<file path="config.mk">
export PLATFORM = sky130hd
export DESIGN_NAME = benes_perm_pipe
export DESIGN_NICKNAME = d
export VERILOG_FILES = /design/src/rtl/benes_pkg.sv /design/src/rtl/benes_stage.sv /design/src/rtl/benes_perm_pipe.sv
export SDC_FILE = /design/constraint.sdc
export NUM_CORES = 1
export LEC_CHECK = 0
export CAP_MARGIN = 20
export CORE_MARGIN = 2
export CORE_UTILIZATION = 60
export DETAILED_ROUTE_END_ITERATION = 7
export MAX_ROUTING_LAYER = met4
export PLACE_DENSITY = 0.83
export SKIP_CTS_REPAIR_TIMING = 1
export SLEW_MARGIN = 20
export SYNTH_ARGS = -nofsm -noshare
export SYNTH_HDL_FRONTEND = slang
export SYNTH_HIERARCHICAL = 1
export SYNTH_SLANG_ARGS = --single-unit
</file>
<file path="constraint.sdc">
create_clock -name clk -period 3.4 [get_ports clk]
set_input_delay 0.34 -clock clk [delete_from_list [all_inputs] [get_ports clk]]
set_output_delay 0.34 -clock clk [all_outputs]
set_load 0.005 [all_outputs]
</file>
<file path="src/rtl/benes_pkg.sv">
// Shared constants, stage-bit mapping, drain FSM states and PRNG helpers for
// the pipelined Benes permutation network.
package benes_pkg;

  function automatic int benes_log2(input int n);
    int r;
    r = 0;
    while ((1 << r) < n) r++;
    return r;
  endfunction

  function automatic int benes_nstg(input int w);
    return 2 * benes_log2(w) - 1;
  endfunction

  function automatic int benes_nbits(input int w);
    return w * benes_log2(w) - w / 2;
  endfunction

  // Butterfly bit for stage s: descend L-1..0, then climb back up to L-1.
  function automatic int benes_stage_bit(input int s, input int l);
    return (s < l) ? (l - 1 - s) : (s - l + 1);
  endfunction

  typedef enum logic [1:0] {
    RUN   = 2'd0,
    DRAIN = 2'd1,
    DONE  = 2'd2
  } benes_state_e;

  localparam logic [31:0] PRNG_SEED = 32'h2545F491;

  function automatic logic [31:0] xorshift32(input logic [31:0] x);
    logic [31:0] y;
    y = x ^ (x << 13);
    y = y ^ (y >> 17);
    y = y ^ (y << 5);
    return y;
  endfunction

endpackage

</file>
<file path="src/rtl/benes_stage.sv">
// One Benes switch column: WIDTH/2 two-way switches on butterfly bit B,
// followed by the stage's data/valid register.
module benes_stage #(
  parameter int WIDTH = 8,
  parameter int DW    = 8,
  parameter int B     = 0
) (
  input  logic                  clk,
  input  logic                  rst_n,
  input  logic                  i_en,
  input  logic                  i_valid,
  input  logic [WIDTH*DW-1:0]   i_data,
  input  logic [WIDTH/2-1:0]    i_sw,
  output logic                  o_valid,
  output logic [WIDTH*DW-1:0]   o_data
);

  logic [WIDTH*DW-1:0] w_sw_data;

  // Element gi belongs to switch J (index with bit B removed); its partner is gi^(1<<B).
  for (genvar gi = 0; gi < WIDTH; gi++) begin : g_el
    localparam int J = ((gi >> (B + 1)) << B) | (gi & ((1 << B) - 1));
    localparam int P = gi ^ (1 << B);
    assign w_sw_data[gi*DW +: DW] = i_sw[J] ? i_data[P*DW +: DW] : i_data[gi*DW +: DW];
  end

  always_ff @(posedge clk or negedge rst_n) begin
    if (!rst_n) begin
      o_valid <= 1'b0;
      o_data  <= '0;
    end else if (i_en) begin
      o_valid <= i_valid;
      o_data  <= w_sw_data;
    end
  end

endmodule

</file>
<file path="src/rtl/benes_perm_pipe.sv">
// Fully pipelined Benes permutation network with valid/ready stream, shadow
// control register and flush/drain FSM. Optional macro: BENES_PRNG_EN.
module benes_perm_pipe
  import benes_pkg::*;
#(
  parameter  int WIDTH = 8,
  parameter  int DW    = 8,
  localparam int L     = benes_log2(WIDTH),
  localparam int NSTG  = 2 * L - 1,
  localparam int NBITS = WIDTH * L - WIDTH / 2
) (
  input  logic                  clk,
  input  logic                  rst_n,
  input  logic                  in_valid,
  output logic                  in_ready,
  input  logic [WIDTH*DW-1:0]   in_data,
  output logic                  out_valid,
  input  logic                  out_ready,
  output logic [WIDTH*DW-1:0]   out_data,
  input  logic                  cfg_valid,
  input  logic [NBITS-1:0]      cfg_data,
  input  logic                  flush,
  output logic                  flush_done,
  output logic                  busy,
  output logic [1:0]            dbg_state
`ifdef BENES_PRNG_EN
  ,
  input  logic                  cfg_rand
`endif
);

  localparam int HW = WIDTH / 2;

  // Handshake: a beat moves on a clock edge where valid && ready; the whole
  // pipe shifts only when the output register is empty or being drained.
  benes_state_e        r_state, w_state_nxt;
  logic                r_pulsed;
  logic [NBITS-1:0]    r_shadow;
  logic [NBITS-1:0]    w_beat_ctrl;
  logic [NSTG-1:0]     w_valid;
  logic [WIDTH*DW-1:0] w_data [NSTG];
  logic                w_adv;
  logic                w_accept;

  assign w_adv     = !out_valid || out_ready;
  assign w_accept  = in_valid && in_ready;
  assign out_valid = w_valid[NSTG-1];
  assign out_data  = w_data[NSTG-1];
  assign busy      = |w_valid;
  assign dbg_state = r_state;

  always_ff @(posedge clk or negedge rst_n) begin
    if (!rst_n) r_shadow <= '0;
    else if (cfg_valid) r_shadow <= cfg_data;
  end

`ifdef BENES_PRNG_EN
  localparam int NG = (NBITS + 31) / 32;
  logic [32*NG-1:0] r_prng;

  always_ff @(posedge clk or negedge rst_n) begin
    if (!rst_n) begin
      for (int k = 0; k < NG; k++) r_prng[k*32 +: 32] <= PRNG_SEED + 32'(k);
    end else if (w_accept && cfg_rand) begin
      for (int k = 0; k < NG; k++) r_prng[k*32 +: 32] <= xorshift32(r_prng[k*32 +: 32]);
    end
  end

  assign w_beat_ctrl = cfg_rand ? r_prng[NBITS-1:0] : (cfg_valid ? cfg_data : r_shadow);
`else
  assign w_beat_ctrl = cfg_valid ? cfg_data : r_shadow;
`endif

  // Each beat's control travels with it; already-consumed slices are dropped.
  for (genvar s = 0; s < NSTG; s++) begin : g_stg
    localparam int RW = (NSTG - s) * HW;
    logic [RW-1:0]       w_cin;
    logic                w_vin;
    logic [WIDTH*DW-1:0] w_din;

    if (s == 0) begin : g_first
      assign w_cin = w_beat_ctrl;
      assign w_vin = w_accept;
      assign w_din = in_data;
    end else begin : g_next
      assign w_cin = g_stg[s-1].g_carry.r_cout;
      assign w_vin = w_valid[s-1];
      assign w_din = w_data[s-1];
    end

    benes_stage #(
      .WIDTH (WIDTH),
      .DW    (DW),
      .B     (benes_stage_bit(s, L))
    ) u_stage (
      .clk     (clk),
      .rst_n   (rst_n),
      .i_en    (w_adv),
      .i_valid (w_vin),
      .i_data  (w_din),
      .i_sw    (w_cin[HW-1:0]),
      .o_valid (w_valid[s]),
      .o_data  (w_data[s])
    );

    if (s < NSTG - 1) begin : g_carry
      logic [RW-HW-1:0] r_cout;
      always_ff @(posedge clk or negedge rst_n) begin
        if (!rst_n) r_cout <= '0;
        else if (w_adv) r_cout <= w_cin[RW-1:HW];
      end
    end
  end

  always_ff @(posedge clk or negedge rst_n) begin
    if (!rst_n) begin
      r_state  <= RUN;
      r_pulsed <= 1'b0;
    end else begin
      r_state  <= w_state_nxt;
      r_pulsed <= (r_state == DONE);
    end
  end

  // r_pulsed limits flush_done to the first DONE cycle while flush stays high.
  always_comb begin
    w_state_nxt = r_state;
    in_ready    = 1'b0;
    flush_done  = 1'b0;
    case (r_state)
      RUN: begin
        in_ready = w_adv;
        if (flush) w_state_nxt = DRAIN;
      end
      DRAIN: begin
        if (!busy) w_state_nxt = DONE;
      end
      DONE: begin
        flush_done = !r_pulsed;
        if (!flush) w_state_nxt = RUN;
      end
      default: w_state_nxt = RUN;
    endcase
  end

endmodule
</file>
**Word level (Yosys, flattened, before mapping)**

Cells that the tools add are included.

- Register bits after elaboration: 388
- Output and inout port bits: 70
- Logic and storage cells: 76

- Eq/ne operators: 5
- Mux-type cells: 47
- Reduce and logical (&&, ||, !) cells: 7

Operator list:

| cell | count |
|---|---|
| two-way mux 8 bit | 40 |
| two-way mux 20 bit | 1 |
| two-way mux 2 bit | 3 |
| inequality test 2 bit, second input constant | 3 |
| case mux 2 bit (3 select lines) | 1 |
| OR reduction 5 bit | 1 |
| AND reduction 3 bit | 1 |
| equality test 2 x 1 -> 1 bit, second input constant | 1 |
| equality test 2 bit, second input constant | 1 |
| logical NOT 1 bit | 2 |
| logical NOT 2 bit | 1 |
| two-way mux 1 bit | 2 |
| logical AND 1 bit | 1 |
| logical OR 1 bit | 1 |

**Logic depth before layout (Yosys ltp)**

- Word-level depth: 4
- Depth in mapped cells: 8

**By module**

The synthesis kept the hierarchy.

By module, submodules not included:

| module | times used | cells each | area each (sq um) | sequential area each (sq um) |
|---|---|---|---|---|
| benes_stage at g_stg[0].u_stage ... | 4 | 280 | 3021.6 | 1626.6 |
| benes_stage at g_stg[2].u_stage | 1 | 280 | 3024.2 | 1626.6 |
| benes_perm_pipe | 1 | 143 | 2468.6 | 1576.5 |

**Worst setup path after synthesis**

OpenSTA, ideal clock, no wires.

- Path type: register to register
- Start: register g_stg[4].u_stage.o_valid
- End: register g_stg[2].u_stage.o_valid
- Setup time: 0.125 ns
- Arrival time: 1.507 ns
- Slack: 1.768 ns
- Stages on the path, launching flop included: 7
- Buffers on the path: 3
- Period minus slack after synthesis: 1.632 ns
- Cells stage by stage: dfrtp_1 nor2b_1 buf_6 buf_6 inv_1 buf_4 mux2_2

- Word-level cells in the longest chain between the ends: 2

Ends and longest elaborated chain:

| what | line | text |
|---|---|---|
| start: declaration | benes_stage.sv:14 | `output logic o_valid,` |
| start signal: assignment | benes_stage.sv:32 | `o_valid <= i_valid;` |
| logical NOT 1 bit | benes_perm_pipe.sv:45 | `assign w_adv = !out_valid \|\| out_ready;` |
| logical OR 1 bit | benes_perm_pipe.sv:45 |  |
| net w_adv | benes_perm_pipe.sv:42 | `logic w_adv;` |
| end signal: assignment | benes_stage.sv:32 |  |
| end: declaration | benes_stage.sv:14 |  |

The timed path passes the listed nets, and every way through them passes these cells.
A chain may end at the register's enable or synchronous reset.

**Worst setup path in the final report**

- Start: register g_stg[4].u_stage.o_valid
- End: output port busy

- Word-level cells in the longest chain between the ends: 1

Ends and longest elaborated chain:

| what | line | text |
|---|---|---|
| OR reduction 5 bit | benes_perm_pipe.sv:49 | `assign busy = \|w_valid;` |
| end: declaration | benes_perm_pipe.sv:24 | `output logic busy,` |

No other way between the ends.

==> impl_metrics.yaml <==
status:
  status: "finished, final reports clean"
floorplan:
  dieArea_um2: 30700
  core_um2: 28800
  die_x_um: 175
  start_util_pct: 61.1
  io_pins: 160
  die_h_um: 175
  row_count: 62
cells_and_area:
  layout_commonest_cell: "dfrtp_1"
  stdcell_area_um2: 20200
  final_cell_mix: "dfrtp_1, nor2_1, mux2i_1, a21oi_1, clkdlybuf4s50_1"
  multi_input_area_um2: 6880
  antenna_cells: 0
  fill_cells: 1969
  syn2layout_area_growth_pct: 15.1
  finalNonFillerCells: 2055
  final_util_pct: 70.3
  fin_nets: 1732
  layout-drive-gt1-share_pct: 8.56
  regArea_um2: 9710
yosys:
  ys_seq_area_share_pct: 55.2
  avgSynthCellArea_um2: 11.4
  synthCells: 1543
  yosysWarningCount: 6
  ys_ff_latch: 388
  netlist_area_um2: 17600
  synth_cell_types: 17
  syn_nets: 1633
critical_path:
  crit_fanout: 4
  regToRegStartpoint: "g_stg[4].u_stage/o_valid"
  cp.required_ns: 3.06
  worstRegToRegCells: 5
  end_kind: "output pin"
  cp-start-kind: "flop"
  endpoint: "busy"
  criticalPathCategory: "flop to output pin"
  cp_data_arrival_time_ns: 2.00
  r2r_end: "g_stg[2].u_stage/o_data[18]"
  rrSetupSlack_ns: 1.48
  startpoint: "g_stg[4].u_stage/o_valid"
power:
  p_comb_share_pct: 31.9
  clockPowerShare_pct: 22.6
  p_sw_mw: 6.88
  p_leak_nw: 9.02
  seq_power_share_pct: 45.6
  swShare_pct: 35.2
  p_int_mw: 12.7
  ir_worst_vdd_v: 0.000449
  pwr_density_cell_nw_per_um2: 966
sta:
  worst_slew_pin_slew_ns: 0.973
  final-setup-viol-count: 0
  min_period_over_period_pct: 68.7
  hold_violations: 0
  rsz0062_at_grt: "false"
  report.final.slew_viol_count: 0
  period_minus_slack_ns: 2.34
  max_slew_margin_pct: 35.1
  fin_skew_ns: 0.0192
  tns_ns: 0
  fin_ws_ns: 1.06
  max_freq_mhz: 428
clocking:
  cts.root.buffer_cell: "clkbuf_16"
  cts_buffers: 39
  clk_latency_ns: 0.53
  cts_tree: "yes"
  clock_sink_count: 388
  h-tree-depth: 2
  clk_pin_slew_ns: 0.06
  ctsLongestPathBuffers: 3
global_route:
  grt_max_degree: 113
  gr-total-overflow: 0
  grt_pass1_vias: 11600
  antenna_found_initial: 0
  grt_first_pass_wirelength_mm: 63.5
  grt.total_usage_pct: 26.9
route:
  highest_layer: "met4"
  wl_met1_mm: 17.9
  drt-wirelength-per-cell_um: 19.2
  vias: 12000
  drc: 0
  avgViaCountPerCell: 5.83
  wirelength_mm: 39.5
  wl_met3_mm: 2.19
  drt.antenna.violating_nets: 0
  route.met2.wl_mm: 18.7
  drt_iter0_markers: 1051
  firstDrtPassIters: 5
min_path:
  hold_class: "primary input to async pin"
place:
  dpl_cell_area_um2: 18900
  dpl.hpwl_mm: 27.3
  dp.cells: 1984
  port_buffers: 159
  place_ws_ns: 1.27
  gp_congestion: 0.824
flow_run:
  maxCapViolations: 0
-- per-stage QoR --
stage | hold slack (ns) | power [mW]
floorplan | 0.0444 | 12.8
global placement | 0.424 | 14.7
global route | 0.443 | 20.6
CTS | -0.123 | 19.6
detailed placement | 0.432 | 15.0
finish | 0.435 | 19.5
-- flip-flops by register name, indices dropped and copies added (netlist names) --
signal                 flops
dbg_state                  2
g_stg.u_stage/o_valid      5
g_stg.g_carry.r_cout      40
r_pulsed                   1
g_stg.u_stage/o_data     320
r_shadow                  20
-- worst min path at each step --
| stage | startpoint | depth (start not counted) | endpoint |
|---|---|---|---|
| floorplan | rst_n | 0 | dbg_state[0] |
| global placement | rst_n | 1 | r_shadow[19] |
| detailed placement | rst_n | 1 | g_stg[0].g_carry.r_cout[15] |
| CTS | rst_n | 1 | g_stg[3].u_stage/o_data[57] |
| global route | cfg_data[9] | 2 | r_shadow[9] |
| finish | rst_n | 2 | g_stg[0].g_carry.r_cout[15] |
-- power groups by stage --
| stage | clock network [mW] | registers [mW] | logic [mW] |
|---|---|---|---|
| detailed placement | 0 | 8.91 | 6.11 |
| global placement | 0 | 8.76 | 5.90 |
| floorplan | 0 | 7.86 | 4.90 |
| CTS | 4.47 | 8.87 | 6.22 |
| finish | 4.41 | 8.90 | 6.23 |
| global route | 4.66 | 9.16 | 6.82 |
-- cells in the mapped netlist --
library cell | number | area (µm²)
a21oi_1 | 320 | 1600
a311oi_1 | 1 | 8.76
a32o_1 | 1 | 10.0
buf_2 | 54 | 270
buf_4 | 16 | 120
buf_6 | 27 | 304
buf_8 | 20 | 300
dfrtp_1 | 388 | 9710
inv_1 | 1 | 3.75
mux2_2 | 49 | 552
mux2_4 | 16 | 240
mux2i_1 | 320 | 3200
nand2_1 | 1 | 3.75
nor2_1 | 322 | 1210
nor2b_1 | 4 | 25.0
nor3_1 | 2 | 10.0
nor4b_1 | 1 | 8.76
-- cells by family (layout without fill, tap and decap cells) --
group / after synthesis / after routing / share of synthesized area [%]
DFF: 388 / 388 / 55.2
muxes: 385 / 385 / 22.7
and+or+nand+nor: 330 / 330 / 7.15
AOI/OAI and AO/OA: 322 / 322 / 9.22
buffers and inverters: 118 / 246 / 5.68
-- area by class of cell --
cell class | instances | area share (%)
tap | 384 | 2.38
inverter | 1 | 0.0557
timing repair buffer | 175 | 8.99
clock buffer | 55 | 5.47
multi-input combinational | 1037 | 34.0
clock inverter | 15 | 1.08
sequential | 388 | 48.0
-- metal layers --
layer	up-vias	GRT usage, %
li1	5551	-
met1	5970	38.6
met2	400	41.3
met3	50	3.66
met4	0	6.28
met5	-	-
-- worst max-delay path, stage by stage, from the launching register on --
cell,delay (ns)
dfrtp_1,0.43
nor3_1,0.37
nand2_1,0.15
clkdlybuf4s50_1,0.52
Power figures use the tool's default switching activity.
